**src/rtl/ram_arb_pkg.sv**
```systemverilog
// Shared types and constants for the RAM port arbiter and its helpers.
// Holds the arbiter FSM encoding, RAM state codes and the round-robin pointer step.
package ram_arb_pkg;

  typedef enum logic [1:0] {
    IDLE   = 2'b00,
    ACCESS = 2'b01,
    RESP   = 2'b10
  } arb_state_t;

  localparam logic [2:0] RAM_STATE_WRITE = 3'b011;
  localparam logic [2:0] RAM_STATE_IDLE  = 3'b000;
  localparam int         RAM_WORD_BYTES  = 8;

  // Index following idx in a ring of n entries.
  function automatic int rr_next(input int idx, input int n);
    return (idx + 32'sd1 >= n) ? 32'sd0 : idx + 32'sd1;
  endfunction

endpackage

```
**src/rtl/rr_picker.sv**
```systemverilog
// Combinational round-robin picker: first set request at or after i_ptr, wrapping.
// Produces a one-hot grant and its encoded index; all-zero grant when nothing is requested.
module rr_picker #(
  parameter int N     = 2,
  parameter int IDX_W = (N > 1) ? $clog2(N) : 1
) (
  input  logic [N-1:0]     i_req,
  input  logic [IDX_W-1:0] i_ptr,
  output logic [N-1:0]     o_grant,
  output logic [IDX_W-1:0] o_idx
);

  logic [IDX_W:0]   w_sum;
  logic [IDX_W-1:0] w_cand;
  logic             w_hit;
  logic             w_found;

  // Scan the ring starting at the pointer; the first hit wins.
  always_comb begin
    o_grant = '0;
    o_idx   = '0;
    w_found = 1'b0;
    w_sum   = '0;
    w_cand  = '0;
    w_hit   = 1'b0;
    for (int k = 0; k < N; k++) begin
      w_sum   = {1'b0, i_ptr} + (IDX_W+1)'(k);
      w_cand  = (w_sum >= (IDX_W+1)'(N)) ? IDX_W'(w_sum - (IDX_W+1)'(N)) : w_sum[IDX_W-1:0];
      w_hit   = i_req[w_cand] & ~w_found;
      o_grant[w_cand] = o_grant[w_cand] | w_hit;
      o_idx   = w_hit ? w_cand : o_idx;
      w_found = w_found | w_hit;
    end
  end

endmodule

```
**src/rtl/ram_port_arbiter.sv**
```systemverilog
// Round-robin arbiter sharing the single 64-bit read-write port of the RAM.
// One request at a time: IDLE (grant) -> ACCESS (drive RAM) -> RESP (one-cycle pulse).
module ram_port_arbiter
  import ram_arb_pkg::*;
#(
  parameter int NUM_REQ  = 2,
  parameter int MEM_SIZE = 524288
) (
  input  logic                  clk,
  input  logic                  reset_n,
  input  logic [NUM_REQ-1:0]    req_valid,
  input  logic [NUM_REQ-1:0]    req_write,
  input  logic [NUM_REQ*64-1:0] req_addr,
  input  logic [NUM_REQ*64-1:0] req_wdata,
  output logic [NUM_REQ-1:0]    req_ready,
  output logic [NUM_REQ-1:0]    resp_valid,
  output logic [63:0]           resp_rdata,
  output logic                  resp_error,
  output logic [2:0]            ram_state,
  output logic [63:0]           ram_rw_addr,
  output logic [63:0]           ram_rw_data_in,
  output logic                  ram_rw_write_en,
  input  logic [63:0]           ram_rw_data_out,
  input  logic                  ram_rw_error
);

  localparam int                 IDX_W     = $clog2(NUM_REQ);
  localparam logic [63:0]        LAST_WORD = 64'(MEM_SIZE - RAM_WORD_BYTES);
  localparam logic [NUM_REQ-1:0] ONE_HOT0  = {{(NUM_REQ-1){1'b0}}, 1'b1};

  arb_state_t         r_state;
  logic [IDX_W-1:0]   r_rr_ptr;
  logic [IDX_W-1:0]   r_winner;
  logic               r_oor;
  logic [2:0]         r_ram_state;
  logic [63:0]        r_ram_addr;
  logic [63:0]        r_ram_wdata;
  logic               r_ram_we;
  logic [NUM_REQ-1:0] r_resp_valid;
  logic [63:0]        r_resp_rdata;
  logic               r_resp_error;

  logic [NUM_REQ-1:0] w_grant;
  logic [IDX_W-1:0]   w_idx;
  logic [NUM_REQ-1:0] w_ready;
  logic               w_handshake;
  logic [63:0]        w_sel_addr;
  logic [63:0]        w_sel_wdata;
  logic               w_sel_write;
  logic               w_sel_oor;

  rr_picker #(
    .N     (NUM_REQ),
    .IDX_W (IDX_W)
  ) u_picker (
    .i_req   (req_valid),
    .i_ptr   (r_rr_ptr),
    .o_grant (w_grant),
    .o_idx   (w_idx)
  );

  // Grant is only offered in IDLE and is forced low while reset is held.
  assign w_ready     = (reset_n && (r_state == IDLE)) ? w_grant : '0;
  assign w_handshake = |(w_ready & req_valid);
  assign w_sel_addr  = req_addr[{w_idx, 6'b000000} +: 64];
  assign w_sel_wdata = req_wdata[{w_idx, 6'b000000} +: 64];
  assign w_sel_write = req_write[w_idx];
  assign w_sel_oor   = (w_sel_addr > LAST_WORD);

  // Sequencer FSM; every RAM-side and response output is a register.
  always_ff @(posedge clk or negedge reset_n) begin
    if (!reset_n) begin
      r_state      <= IDLE;
      r_rr_ptr     <= '0;
      r_winner     <= '0;
      r_oor        <= 1'b0;
      r_ram_state  <= RAM_STATE_IDLE;
      r_ram_addr   <= 64'h0;
      r_ram_wdata  <= 64'h0;
      r_ram_we     <= 1'b0;
      r_resp_valid <= '0;
      r_resp_rdata <= 64'h0;
      r_resp_error <= 1'b0;
    end else begin
      case (r_state)
        IDLE: begin
          if (w_handshake) begin
            r_winner   <= w_idx;
            r_oor      <= w_sel_oor;
            r_ram_addr <= w_sel_addr;
            // Out-of-range writes never reach the RAM.
            if (w_sel_write && !w_sel_oor) begin
              r_ram_we    <= 1'b1;
              r_ram_state <= RAM_STATE_WRITE;
              r_ram_wdata <= w_sel_wdata;
            end else begin
              r_ram_we    <= 1'b0;
              r_ram_state <= RAM_STATE_IDLE;
              r_ram_wdata <= 64'h0;
            end
            r_state <= ACCESS;
          end else begin
            r_state <= IDLE;
          end
        end
        ACCESS: begin
          r_ram_we     <= 1'b0;
          r_ram_state  <= RAM_STATE_IDLE;
          r_resp_rdata <= ram_rw_data_out;
          r_resp_error <= ram_rw_error | r_oor;
          r_resp_valid <= ONE_HOT0 << r_winner;
          r_state      <= RESP;
        end
        RESP: begin
          r_resp_valid <= '0;
          r_rr_ptr     <= IDX_W'(rr_next(int'(r_winner), NUM_REQ));
          r_state      <= IDLE;
        end
        default: begin
          r_ram_we     <= 1'b0;
          r_ram_state  <= RAM_STATE_IDLE;
          r_resp_valid <= '0;
          r_state      <= IDLE;
        end
      endcase
    end
  end

  assign req_ready       = w_ready;
  assign resp_valid      = r_resp_valid;
  assign resp_rdata      = r_resp_rdata;
  assign resp_error      = r_resp_error;
  assign ram_state       = r_ram_state;
  assign ram_rw_addr     = r_ram_addr;
  assign ram_rw_data_in  = r_ram_wdata;
  assign ram_rw_write_en = r_ram_we;

endmodule

```
**config.mk**
```make
export PLATFORM = sky130hd
export DESIGN_NAME = ram_port_arbiter
export DESIGN_NICKNAME = d
export VERILOG_FILES = /design/src/rtl/ram_arb_pkg.sv /design/src/rtl/rr_picker.sv /design/src/rtl/ram_port_arbiter.sv
export SDC_FILE = /design/constraint.sdc
export NUM_CORES = 1
export LEC_CHECK = 0
export BUFFER_PORTS_ARGS = -buffer_cell sky130_fd_sc_hd__buf_2
export CAP_MARGIN = 20
export CORE_AREA = 2 2 202 204
export CTS_CLUSTER_DIAMETER = 50
export CTS_CLUSTER_SIZE = 24
export DETAILED_ROUTE_END_ITERATION = 8
export DIE_AREA = 0 0 204 206
export PLACE_DENSITY = 0.5
export RECOVER_POWER = 100
export SKIP_CTS_REPAIR_TIMING = 1
export SLEW_MARGIN = 0
export SYNTH_ARGS = -nofsm -noshare
export SYNTH_HDL_FRONTEND = slang
export SYNTH_SLANG_ARGS = --single-unit
```
**constraint.sdc**
```tcl
create_clock -name clk -period 2.6 [get_ports clk]
set_input_delay 0.13 -clock clk [delete_from_list [all_inputs] [get_ports clk]]
set_output_delay 0.13 -clock clk [all_outputs]
set_load 0.01 [all_outputs]
```
==> results.md <==
- Initial Utilization: 24.6%
- Slew Limit Fails: 203
- Vias per std cell: 4.74
- Cell Rows: 74
- Worst R2R End: resp_rdata[45]
- Vias in the first global route: 9308
- Drt first pass iters: 5
- Simple-Gate Fraction of Synth Area: 14.3%
- Fin cells: 2199
- Post-synthesis mux area share: 14.8%
- Synth Flop Type: dfrtp_1
- Worst setup EP type: output port
- Adder-Cell Fraction of Synth Area: 0%
- RSZ-0062 raised after global routing: no
- Total Power: 11400 uW
- Worst skew pair latency: 0.57 ns
- Outcome: complete, but fails checks
- Post-DR wirelength/cell: 18.2 um
- Most common cell after layout, fill and taps aside: buf_2
- Post-Syn Nets: 1282
- Antenna-violating nets left: 0
- # IOs: 528
- Placed cells: 1950
- First-pass GRT wire length: 55200 um
- Gpl congestion: 0.903
- DRC Markers: 0
- Fmax: 429 MHz
- Area growth, synth to finish: 58.4%
- Synth warnings: 0
- Synthesized area: 9890 um^2
- Nets: 1970
- Worst EP required: 2.47 ns
- Largest family of logic cells by synthesized area: compound AO/OA/AOI/OAI gates
- Routed vias: 10.4k
- Worst clock skew: 0.0182 ns
- Max FO, Critical Path: 22
- Compound-Gate Fraction of Synth Area: 15.2%
- Synth top area cells: dfrtp_1 (51%), mux2_2 (15%), nand2_1 (7.7%)
- Port Buffers: 526
- Cell variety after synth: 40
- Place WS: 0.457 ns
- Max clock buf depth: 3
- Setup slack, reg-to-reg: 0.31 ns
- Setup_tns: 0 ns
- PwrDens: 725 nW/um^2
- Failing checks: capacitance limit, slew limit
- Syn_area_per_cell: 10.4 um^2
- H-tree Lvls: 1
- Max Cap Violations: 2
- HP Start: req_valid[0]
- Num CTS Buffers: 29
- Final setup fails: 0
- Post-synthesis sequential area ratio: 50.9%
- Clock Sinks: 201
- FF+latch count, synth: 201
- Die H: 206 um
- CTS tree: yes
- Synth top area share: 50.9%
- Hold-critical path depth: 3
- Hold slack: 0.0311 ns
- Met1 GRT Util: 19.8%
- PnR worst setup slack: 0.269 ns
- Normalized max-slew margin: -28.4%
- Crit share post-route: 89.7%
- XOR/XNOR Fraction of Synth Area: 0%
- Clk root buf: clkbuf_16
- CTS clk-pin slew, worst paths: 0.05 ns
- Leading cell types in the layout, fill and taps excluded: buf_2 (327), clkbuf_1 (204), nand2_1 (202)
- Worst-Margin Slew: 1.93 ns
- Hold Crit Endpoint: r_winner
- Post-synth EDFFs: 0
- Overall Global Routing Usage: 16.9%
- FF-to-FF Start: r_state[0]
- Dpl hpwl: 28400 um
- Async SR Flop Fraction: 100%
- Min Tclk post-route: 2.33 ns
- Global route overflow: 0
- Die Wd: 204 um
- Largest net degree at the start of global routing: 132
- Full die area: 42000 um^2
- Reg2Reg Depth: 4
- Initial DRC Count: 506
- M3 GR Usage: 3.77%
- Total core area: 40200 um^2
- Setup Crit Path Kind: register to output port
- Initial antenna violation count: 3
- Leak pwr: 0.00673 uW
- Met2 Resource Use GR: 30.5%
- CP startpoint kind: register
- Gr busiest metal: met2
- Hold Crit Class: primary input to register
- Worst path arrival time: 2.20 ns
- Total routed wirelength: 40100 um
- Peak VDD IR: 456 uV
- Synth Instances: 955
- Share of layout cells above drive strength 1: 32.5%
- Hold Vio Cnt, Final: 0
- Area leader, netlist: dfrtp_1
## cell type report
class,instances,area [um^2]
Timing Repair Buffer,745,4630
Sequential cell,201,5030
Tap cell,532,666
Multi-Input combinational cell,663,4280
Inverter,3,16.3
Clock inverter,17,244
Antenna cell,1,2.50
Clock buffer,37,796
Fill cell,4098,24500
## routing by layer
metal  vias up  routed length [um]
li1       4825                   -
met1      5031               15600
met2       482               20500
met3        94                2640
met4         2                1360
met5         -                   7
## stage by stage
step                instance area, um^2  utilization, %
detailed placement                13100            32.6
global route                      15700            39.0
finish                            15700            39.0
CTS                               14200            35.2
global placement                  13100            32.6
floorplan                          9890               -
## synthesized netlist by cell type (3+ instances only)
master,instances
buf_2,31
o21ai_0,27
or3_1,4
o21ai_2,40
nand4_1,12
a31oi_1,64
dfrtp_1,201
clkbuf_1,43
buf_1,4
mux2_2,128
nor2_1,73
nor2b_1,3
buf_12,4
nor4_1,21
buf_4,5
nand2_1,202
o2111ai_1,64
## how the worst max path moves through the flow
stage,start,end,slack [ns],depth (start not counted)
5_1_grt,r_state[0],resp_rdata[36],0.08,4
6_report,r_rr_ptr,req_ready[1],0.27,5
2_1_floorplan,r_rr_ptr,ram_rw_data_in[22],0.89,7
3_5_place_dp,r_rr_ptr,ram_rw_data_in[22],0.46,6
3_3_place_gp,req_addr[36],ram_rw_data_in[22],0.53,7
4_1_cts,r_rr_ptr,req_ready[1],0.25,5
## worst max-delay path, stage by stage (launching register included)
cell	delay [ns]
dfrtp_1	0.36
nor2b_1	0.09
nor2b_4	0.41
clkbuf_4	0.42
and2_1	0.20
buf_2	0.15
## state kept, by name (all words and copies together), names as in the netlist
name and count:
resp_valid 2, r_winner 1, r_rr_ptr 1, resp_rdata 64, ram_rw_data_in 64, r_state 2, ram_rw_addr 64, ram_state 1
resp_error 1, r_oor 1
## cell families after synthesis
logic type,after synthesis
compound gates,201
buf+inv,91
flops,201
mux,130
other cells,1
simple gates,331
## power by group
group | internal, uW | switching (uW) | total, uW
Sequential | 3750 | 337 | 4080
Clock | 2680 | 1570 | 4250
Combinational | 1340 | 1690 | 3030
(Power assumes the default switching activity.)
